**config.mk**
```make
export PLATFORM = sky130hd
export DESIGN_NAME = npc_sequencer
export DESIGN_NICKNAME = d
export VERILOG_FILES = /design/src/rtl/npc_sequencer_pkg.sv /design/src/rtl/npc_redirect_mux.sv /design/src/rtl/npc_sequencer.sv
export SDC_FILE = /design/constraint.sdc
export NUM_CORES = 1
export LEC_CHECK = 0
export BUFFER_PORTS_ARGS = -buffer_cell sky130_fd_sc_hd__buf_4
export CAP_MARGIN = 20
export CORE_ASPECT_RATIO = 2
export CORE_MARGIN = 1
export CORE_UTILIZATION = 55
export DETAILED_ROUTE_END_ITERATION = 8
export PLACE_DENSITY = 0.92
export SLEW_MARGIN = 20
export SYNTH_ARGS = -nofsm -noshare
export SYNTH_HDL_FRONTEND = slang
export SYNTH_SLANG_ARGS = --single-unit
```
**constraint.sdc**
```tcl
create_clock -name clk_i -period 3.3 [get_ports clk_i]
set_input_delay 0.165 -clock clk_i [delete_from_list [all_inputs] [get_ports clk_i]]
set_output_delay 0.165 -clock clk_i [all_outputs]
set_load 0.05 [all_outputs]
```
**src/rtl/npc_sequencer_pkg.sv**
```systemverilog
// -----------------------------------------------------------------------------
// npc_sequencer_pkg
// Shared definitions for the next-PC sequencer slice:
//   - default fetch address width, reset PC and sequential increment
//   - sequencer state encoding (RUN / PEND / HALT)
//   - redirect-source encoding, reported by the redirect mux for debug
// -----------------------------------------------------------------------------
package npc_sequencer_pkg;

    localparam int unsigned NPC_PC_WIDTH   = 32;
    localparam logic [31:0] NPC_RESET_PC   = 32'h8000_0000;
    localparam int unsigned NPC_INST_BYTES = 4;

    typedef enum logic [1:0] {
        NPC_RUN  = 2'd0,
        NPC_PEND = 2'd1,
        NPC_HALT = 2'd2
    } npc_state_e;

    typedef enum logic [2:0] {
        SRC_NONE = 3'd0,
        SRC_TRAP = 3'd1,
        SRC_MRET = 3'd2,
        SRC_EXEC = 3'd3,
        SRC_DEC  = 3'd4
    } npc_src_e;

endpackage

```
**src/rtl/npc_redirect_mux.sv**
```systemverilog
// -----------------------------------------------------------------------------
// npc_redirect_mux
// Pure priority select among redirect sources: trap > mret > execute > decode.
// Ports:
//   trap_vld_i / trap_pc_i   trap request and vector
//   mret_vld_i / mret_pc_i   trap-return request and return address
//   e_vld_i    / e_pc_i      execute-stage redirect
//   d_vld_i    / d_pc_i      decode-stage redirect
//   vld_o                    some source is requesting
//   pc_o                     target of the winning source
//   src_o                    which source won (debug / policy decisions)
// -----------------------------------------------------------------------------
module npc_redirect_mux
    import npc_sequencer_pkg::*;
#(
    parameter int unsigned PC_WIDTH = NPC_PC_WIDTH
) (
    input  logic                trap_vld_i,
    input  logic [PC_WIDTH-1:0] trap_pc_i,
    input  logic                mret_vld_i,
    input  logic [PC_WIDTH-1:0] mret_pc_i,
    input  logic                e_vld_i,
    input  logic [PC_WIDTH-1:0] e_pc_i,
    input  logic                d_vld_i,
    input  logic [PC_WIDTH-1:0] d_pc_i,
    output logic                vld_o,
    output logic [PC_WIDTH-1:0] pc_o,
    output npc_src_e            src_o
);

    // Fixed-priority selection of the highest-ranked requesting source.
    always_comb begin
        vld_o = 1'b0;
        pc_o  = {PC_WIDTH{1'b0}};
        src_o = SRC_NONE;
        if (trap_vld_i) begin
            vld_o = 1'b1;
            pc_o  = trap_pc_i;
            src_o = SRC_TRAP;
        end else if (mret_vld_i) begin
            vld_o = 1'b1;
            pc_o  = mret_pc_i;
            src_o = SRC_MRET;
        end else if (e_vld_i) begin
            vld_o = 1'b1;
            pc_o  = e_pc_i;
            src_o = SRC_EXEC;
        end else if (d_vld_i) begin
            vld_o = 1'b1;
            pc_o  = d_pc_i;
            src_o = SRC_DEC;
        end else begin
            vld_o = 1'b0;
            pc_o  = {PC_WIDTH{1'b0}};
            src_o = SRC_NONE;
        end
    end

endmodule

```
**src/rtl/npc_sequencer.sv**
```systemverilog
// -----------------------------------------------------------------------------
// npc_sequencer
// Next-PC controller for the fetch-stage PC register. Chooses between the
// sequential address and decode/execute (and optionally trap/mret) redirects,
// parks a redirect that arrives while fetch is stalled, and pulses flush_o to
// kill younger stages whenever a redirect is taken.
//
// Build option: define NPC_TRAP_EN to add trap_i/trap_vec_i/mret_i/mepc_i;
// without it those ports are absent and priority starts at execute.
//
// Ports:
//   clk_i             clock, all state on posedge
//   rst_n             asynchronous active-low reset
//   F_PC_i            PC currently held by the PC register
//   fetch_allow_in_i  fetch stage accepts a new PC this cycle
//   D_redirect_i/D_target_i   decode redirect request / target
//   E_redirect_i/E_target_i   execute redirect request / target
//   halt_i            stop fetching, sticky until reset
//   trap_i/trap_vec_i, mret_i/mepc_i   (NPC_TRAP_EN only)
//   nPC_o             next PC offered to the PC register (combinational)
//   PC_ready_o        nPC_o valid (combinational)
//   flush_o           one-cycle kill pulse per taken redirect (combinational)
// -----------------------------------------------------------------------------
module npc_sequencer
    import npc_sequencer_pkg::*;
#(
    parameter int unsigned          PC_WIDTH   = NPC_PC_WIDTH,
    parameter logic [PC_WIDTH-1:0]  RESET_PC   = PC_WIDTH'(NPC_RESET_PC),
    parameter int unsigned          INST_BYTES = NPC_INST_BYTES
) (
    input  logic                clk_i,
    input  logic                rst_n,
    input  logic [PC_WIDTH-1:0] F_PC_i,
    input  logic                fetch_allow_in_i,
    input  logic                D_redirect_i,
    input  logic [PC_WIDTH-1:0] D_target_i,
    input  logic                E_redirect_i,
    input  logic [PC_WIDTH-1:0] E_target_i,
    input  logic                halt_i,
`ifdef NPC_TRAP_EN
    input  logic                trap_i,
    input  logic [PC_WIDTH-1:0] trap_vec_i,
    input  logic                mret_i,
    input  logic [PC_WIDTH-1:0] mepc_i,
`endif
    output logic [PC_WIDTH-1:0] nPC_o,
    output logic                PC_ready_o,
    output logic                flush_o
);

    localparam logic [PC_WIDTH-1:0] INC_PC   = PC_WIDTH'(INST_BYTES);
    localparam logic [PC_WIDTH-1:0] BOOT_NPC = RESET_PC + INC_PC;

    npc_state_e          state_q, state_d;
    logic                pend_vld_q, pend_vld_d;
    logic [PC_WIDTH-1:0] pend_pc_q, pend_pc_d;
    // Low for the first cycle out of reset so PC_ready_o rises one cycle later.
    logic                live_q;

    logic                trap_vld_s, mret_vld_s;
    logic [PC_WIDTH-1:0] trap_pc_s, mret_pc_s;
    logic                redir_vld_s;
    logic [PC_WIDTH-1:0] redir_pc_s;
    npc_src_e            redir_src_s;
    logic                take_s;
    logic [PC_WIDTH-1:0] seq_pc_s;

`ifdef NPC_TRAP_EN
    assign trap_vld_s = trap_i;
    assign trap_pc_s  = trap_vec_i;
    assign mret_vld_s = mret_i;
    assign mret_pc_s  = mepc_i;
`else
    assign trap_vld_s = 1'b0;
    assign trap_pc_s  = {PC_WIDTH{1'b0}};
    assign mret_vld_s = 1'b0;
    assign mret_pc_s  = {PC_WIDTH{1'b0}};
`endif

    npc_redirect_mux #(
        .PC_WIDTH (PC_WIDTH)
    ) u_redirect_mux (
        .trap_vld_i (trap_vld_s),
        .trap_pc_i  (trap_pc_s),
        .mret_vld_i (mret_vld_s),
        .mret_pc_i  (mret_pc_s),
        .e_vld_i    (E_redirect_i),
        .e_pc_i     (E_target_i),
        .d_vld_i    (D_redirect_i),
        .d_pc_i     (D_target_i),
        .vld_o      (redir_vld_s),
        .pc_o       (redir_pc_s),
        .src_o      (redir_src_s)
    );

    // Sequential address wraps silently at the top of the address space.
    assign seq_pc_s = F_PC_i + INC_PC;

    // A decode redirect may not displace a parked redirect: a pending entry
    // always came from an older, already-resolved redirect decision. Since D
    // is the lowest source, "winner is D" means nothing stronger is present.
    assign take_s = live_q && redir_vld_s &&
                    ((state_q == NPC_RUN) ||
                     ((state_q == NPC_PEND) && (redir_src_s != SRC_DEC)));

    // State, pending-redirect and reset-release registers.
    always_ff @(posedge clk_i or negedge rst_n) begin
        if (!rst_n) begin
            state_q    <= NPC_RUN;
            pend_vld_q <= 1'b0;
            pend_pc_q  <= {PC_WIDTH{1'b0}};
            live_q     <= 1'b0;
        end else begin
            state_q    <= state_d;
            pend_vld_q <= pend_vld_d;
            pend_pc_q  <= pend_pc_d;
            live_q     <= 1'b1;
        end
    end

    // Next-state logic: park stalled redirects, release them on allow_in.
    always_comb begin
        state_d    = state_q;
        pend_vld_d = pend_vld_q;
        pend_pc_d  = pend_pc_q;
        case (state_q)
            NPC_RUN: begin
                if (take_s && !fetch_allow_in_i) begin
                    state_d    = NPC_PEND;
                    pend_vld_d = 1'b1;
                    pend_pc_d  = redir_pc_s;
                end else begin
                    state_d    = NPC_RUN;
                end
            end
            NPC_PEND: begin
                if (take_s && !fetch_allow_in_i) begin
                    // Newest stronger redirect replaces the parked one.
                    pend_pc_d  = redir_pc_s;
                end else if (take_s || fetch_allow_in_i) begin
                    state_d    = NPC_RUN;
                    pend_vld_d = 1'b0;
                end else begin
                    state_d    = NPC_PEND;
                end
            end
            NPC_HALT: begin
                state_d    = NPC_HALT;
                pend_vld_d = 1'b0;
            end
            default: begin
                state_d    = NPC_RUN;
                pend_vld_d = 1'b0;
                pend_pc_d  = {PC_WIDTH{1'b0}};
            end
        endcase
        // Halt overrides everything and discards any parked redirect.
        if (halt_i) begin
            state_d    = NPC_HALT;
            pend_vld_d = 1'b0;
        end else begin
            state_d    = state_d;
        end
    end

    // Output logic: zero-latency nPC/ready/flush from state and inputs.
    always_comb begin
        nPC_o      = BOOT_NPC;
        PC_ready_o = 1'b0;
        flush_o    = 1'b0;
        if (live_q) begin
            case (state_q)
                NPC_RUN: begin
                    PC_ready_o = 1'b1;
                    flush_o    = take_s;
                    nPC_o      = take_s ? redir_pc_s : seq_pc_s;
                end
                NPC_PEND: begin
                    PC_ready_o = 1'b1;
                    flush_o    = take_s;
                    if (take_s) begin
                        nPC_o = redir_pc_s;
                    end else if (pend_vld_q) begin
                        nPC_o = pend_pc_q;
                    end else begin
                        nPC_o = seq_pc_s;
                    end
                end
                NPC_HALT: begin
                    PC_ready_o = 1'b0;
                    flush_o    = 1'b0;
                    nPC_o      = F_PC_i;
                end
                default: begin
                    PC_ready_o = 1'b0;
                    flush_o    = 1'b0;
                    nPC_o      = seq_pc_s;
                end
            endcase
        end else begin
            nPC_o      = BOOT_NPC;
            PC_ready_o = 1'b0;
            flush_o    = 1'b0;
        end
    end

endmodule

```
### Yosys cells after proc, flatten, opt, wreduce, memory -nomap -nowiden

Index checks and enable logic that the tools add are counted.

| cells by class | value |
|---|---|
| add/sub/neg operators | 1 |
| equal/unequal tests | 7 |
| muxes and demuxes | 27 |
| bitwise logic cells | 1 |
| reductions and logical operators | 11 |

Operators by type and width:

| operator | number |
|---|---|
| two-way mux 32 bit | 7 |
| one-hot mux 32 bit (3 select lines) | 1 |
| one-hot mux 32 bit (2 select lines) | 1 |
| adder 32 x 3 -> 32 bit (second input constant) | 1 |
| two-way mux 1 bit | 12 |
| two-way mux 3 bit | 2 |
| != test 3 x 2 -> 1 bit (second input constant) | 2 |
| != test 3 bit (second input constant) | 2 |
| one-hot mux 2 bit (3 select lines) | 1 |
| logical AND 1 bit | 4 |
| two-way mux 2 bit | 2 |
| AND reduction 3 bit | 1 |
| == test 2 x 1 -> 1 bit (second input constant) | 1 |
| == test 2 bit (second input constant) | 1 |
| logical NOT 2 bit | 1 |
| logical OR 1 bit | 2 |
| != test 2 x 1 -> 1 bit (second input constant) | 1 |
| one-hot mux 1 bit (2 select lines) | 1 |
| AND reduction 2 bit | 1 |
| OR reduction 2 bit | 1 |
| logical NOT 1 bit | 1 |
| inverter 1 bit | 1 |

| storage, ports and cells | value |
|---|---|
| register bits after elaboration | 36 |
| input bits | 102 |
| output and inout port bits | 34 |
| logic and storage cells | 51 |

### Logic depth before layout (Yosys ltp)

| logic depth | value |
|---|---|
| depth after elaboration | 11 |
| mapped depth | 9 |
| depth with buffers taken out | 7 |

### Hierarchy

From an unflattened synthesis, not the netlist that was laid out.

| second synthesis, totals | value |
|---|---|
| cells, all modules | 630 |
| area total of the unflattened synthesis | 4315.4 µm² |

By module, submodules not included:

| module | times used | cells an instance | area an instance (µm²) |
|---|---|---|---|
| npc_sequencer | 1 | 477 | 3384.5 |
| npc_redirect_mux | 1 | 153 | 930.9 |

### Least setup slack after synthesis

Ideal clock, no wire load.

| timing | value |
|---|---|
| path type | flip-flop to output port |
| start point | register state_q[1] |
| end point | output port nPC_o[1] |
| data arrival time | 3.440 ns |
| required time | 3.135 ns |
| path slack | -0.305 ns |
| stages on the path, launching flop included | 8 |
| buffers on the path | 2 |
| cell sequence | dfrtp_1 -> and2b_1 -> o21ai_2 -> inv_2 -> buf_2 -> buf_1 -> a211oi_1 -> a211oi_1 |

| on the way | value |
|---|---|
| cells in the longest elaborated chain, start to end | 7 |

Ends and longest elaborated chain:

| element | RTL line | RTL |
|---|---|---|
| from (decl) | npc_sequencer.sv:54 | `npc_state_e state_q, state_d;` |
| from (signal assigned) | npc_sequencer.sv:114 | `state_q <= state_d;` |
| == test 2 x 1 -> 1 bit | npc_sequencer.sv:104, npc_sequencer.sv:172 |  |
| logical AND 1 bit | npc_sequencer.sv:104 | `((state_q == NPC_PEND) && (redir_src_s != SRC_DEC)));` |
| logical OR 1 bit | npc_sequencer.sv:103 | `((state_q == NPC_RUN) \|\|` |
| logical AND 1 bit | npc_sequencer.sv:102 | `assign take_s = live_q && redir_vld_s &&` |
| two-way mux 32 bit, on equally long branches | npc_sequencer.sv:181, npc_sequencer.sv:176 |  |
| one-hot mux 32 bit (3 select lines) * | npc_sequencer.sv:172 | `case (state_q)` |
| two-way mux 32 bit * | npc_sequencer.sv:171 | `if (live_q) begin` |
| to (decl) | npc_sequencer.sv:46 | `output logic [PC_WIDTH-1:0] nPC_o,` |

Every way passes the cells marked *; elsewhere a longest branch is shown, timed or not.

### Worst setup path after layout

| timing | value |
|---|---|
| start point | register state_q[1] |
| end point | output port nPC_o[21] |

The elaborated chain is that of the path after synthesis.

==> impl_results.md <==
- CTS Hold Buffers Added: 1
- GRT Overall Usage: 44.2%
- Setup repair after global routing missed its margin: false
- Pin count of the biggest net entering global routing: 42
- Psw: 0.407 mW
- Sw Ratio: 31.6%
- Pre-antenna DRT Iters: 6
- Worst-Margin Slew: 1.03 ns
- GP Congestion: 1.03
- Port Buf Inserts: 135
- Syn Area/Cell: 6.83 µm²
- Seq cells post-synth: 36
- Fin util: 75.4%
- Yosys warning total: 0
- Reg-to-reg startpoint: state_q[1]$_DFFE_PN0P_
- Cts repair resizes: 0
- CTS buffer count: 5
- Worst-case reg-to-reg path depth: 6
- Initial Util: 57.3%
- Via count: 5265
- Overflow after GRT: 0
- Area Growth Syn to Fin: 31.6%
- Via-per-instance ratio: 6.96
- Critical Path RT: 3.13 ns
- Clock power frac: 33.9%
- Die Y: 120 µm
- Final hold vios: 0
- CTS max path bufs: 2
- Pins over their slew limit: 0
- WP data arrival: 2.64 ns
- # rows: 42
- Synthesized Nets: 663
- Antenna cell count: 0
- Seq/Total Area, Yosys: 23.6%
- Final WL: 15700 µm
- CTS H-tree depth: 2
- Initial antenna violation count: 0
- Hold path start: fetch_allow_in_i
- First-pass GRT wire length: 24300 µm
- Register area: 901 µm²
- PwrDens: 256 mW/mm²
- Initial DRC count: 610
- DP HPWL: 11500 µm
- Horiz. Die Dim: 61.0 µm
- CTS Sinks: 36
- Area of the multi-input gates: 0.00270 mm²
- Most common cell after layout, fill and taps aside: buf_4
- Clock Latency Late Sink: 0.28 ns
- DRC Markers: 0
- Status: completed
- Maximum vdd drop: 0.000338 V
- Vias in the first global route: 4946
- Reg2Reg Setup Slack: 0.90 ns
- Critical path type: reg -> out
- Comb power frac: 31.7%
- Full die area: 0.00731 mm²
- Final net count: 772
- Wire per inst: 20.8 µm
- Core area: 0.00667 mm²
- Crit end category: output pin
- Rel. slew slack: 30.7%
- CTS tree: built
- Layout cell share with drive strength beyond 1: 25.1%
- Fin crit share: 84.9%
- Total of max-cap violations: 0
- CP startpoint kind: register
- Fmax: 357 MHz
- Hold worst-path end: state_q[0]$_DFFE_PN0P_
- Post-DRT Antenna Nets: 0
- Internal: 0.882 mW
- R2R Path End: pend_pc_q[2]$_DFFE_PN0P_
- Tightest Hold Check Type: in -> reg
- Main synth FF type: dfrtp_1
- IO Count: 136
- Post-Synthesis Cells: 560
- Number of setup buffers added after CTS: 0
- Library cells used by synthesis: 57
- Fill count: 552
- Hold Path Depth: 2
- Number of flops mapped to enable cells by yosys: 0
- CTS Root Cell: clkbuf_16
- Post-Route Setup TNS: 0 ns
- Final setup fails: 0
- Seq pwr share: 34.4%
- Fin Clk Skew: 0.00438 ns
- Static leakage: 2.12 nW
- Most frequent cells in the layout: 150 x buf_4, 73 x o21ai_0, 58 x nand3_1, 50 x nand2_1, 47 x nor2_1
- Clock-pin transition on the worst setup and hold timing paths: 0.05 ns
- Crit path max fanout: 17
- Min cycle time layout: 2.80 ns
- Async S/R FF share, synth: 100%
- Synthesized area: 0.00382 mm²
## how the worst max path moves through the flow
stage	startpoint	to	cells past startpoint
after floorplan	state_q[1]$_DFFE_PN0P_	nPC_o[1]	7
after global placement	F_PC_i[2]	nPC_o[26]	8
after detailed placement	F_PC_i[2]	nPC_o[16]	9
after CTS	state_q[1]$_DFFE_PN0P_	nPC_o[21]	9
after global routing	state_q[1]$_DFFE_PN0P_	nPC_o[21]	9
final	state_q[1]$_DFFE_PN0P_	nPC_o[21]	9
## power by group through the flow
stage | logic, mW | registers, mW | clock network (mW)
6_report | 0.409 | 0.443 | 0.437
5_1_grt | 0.431 | 0.443 | 0.455
4_1_cts | 0.400 | 0.443 | 0.438
3_5_place_dp | 0.396 | 0.450 | 0
3_3_place_gp | 0.392 | 0.450 | 0
2_1_floorplan | 0.203 | 0.450 | 0
## critical path: stages (launching register included)
cell and delay (ns):
dfrtp_1 0.36, and2b_1 0.38, o21ai_2 0.12, inv_2 0.29, buf_4 0.30, a21oi_1 0.06
o21ai_0 0.24, o21ai_0 0.12, a211oi_1 0.25, buf_4 0.24
## area by class of cell
type | count | area share, %
clock inverters | 1 | 0.0994
multi-input cells | 466 | 53.7
repair buffers | 152 | 23.0
flip-flops and latches | 36 | 17.9
well taps | 88 | 2.19
inverters | 8 | 0.596
clock buffers | 6 | 2.56
## metal layers
metal	GRT usage [%]	wire, µm	vias up
met5	0	0	-
met4	26.8	923	0
met3	9.16	1860	89
met2	67.7	7540	443
met1	55.1	5420	2417
li1	-	-	2316
## synth_stat cells, drive strengths merged (4+ instances only)
cell type | number | area (µm²)
xor2 | 14 | 123
inv | 6 | 22.5
dfrtp | 36 | 901
a21oi | 45 | 225
o221ai | 8 | 70.1
a22oi | 29 | 218
nor2 | 47 | 176
a21o | 4 | 30.0
nand3 | 59 | 300
a211oi | 7 | 52.6
nand4 | 14 | 87.6
nand2b | 5 | 31.3
xnor2 | 13 | 114
and2 | 4 | 25.0
nor4 | 5 | 37.5
a31oi | 9 | 56.3
a22o | 7 | 61.3
o22ai | 9 | 56.3
nand2 | 50 | 188
nor3 | 17 | 85.1
a221oi | 6 | 52.6
o21ai | 76 | 384
buf | 12 | 53.8
clkbuf | 38 | 144
## cells by family (layout without fill, tap and decap cells)
logic type,after synthesis,in the layout,synth area share [%]
fa+ha+maj,1,1,0.327
flops,36,36,23.6
mux,1,1,0.262
xor+xnor,27,27,6.18
buf+inv,58,167,5.95
compound gates,217,217,35.4
other cells,1,1,0.0980
simple gates,219,219,28.3
## per-stage QoR
stage | hold WS (ns) | power [mW] | instances | worst slack (ns) | cell area [µm²]
floorplan | -0.131 | 0.654 | 560 | 0.129 | 3830
global placement | 0.133 | 0.843 | 749 | 0.839 | 4890
detailed placement | 0.141 | 0.846 | 749 | 0.732 | 4890
CTS | 0.0670 | 1.28 | 757 | 0.586 | 5030
global route | 0.0644 | 1.33 | 757 | 0.362 | 5030
finish | 0.0747 | 1.29 | 757 | 0.499 | 5030
## registers in the layout (all words and copies together) (netlist names)
| register | count |
|---|---|
| state_q | 2 |
| pend_vld_q | 1 |
| pend_pc_q | 32 |
| live_q | 1 |
Power figures use the tool's default switching activity.
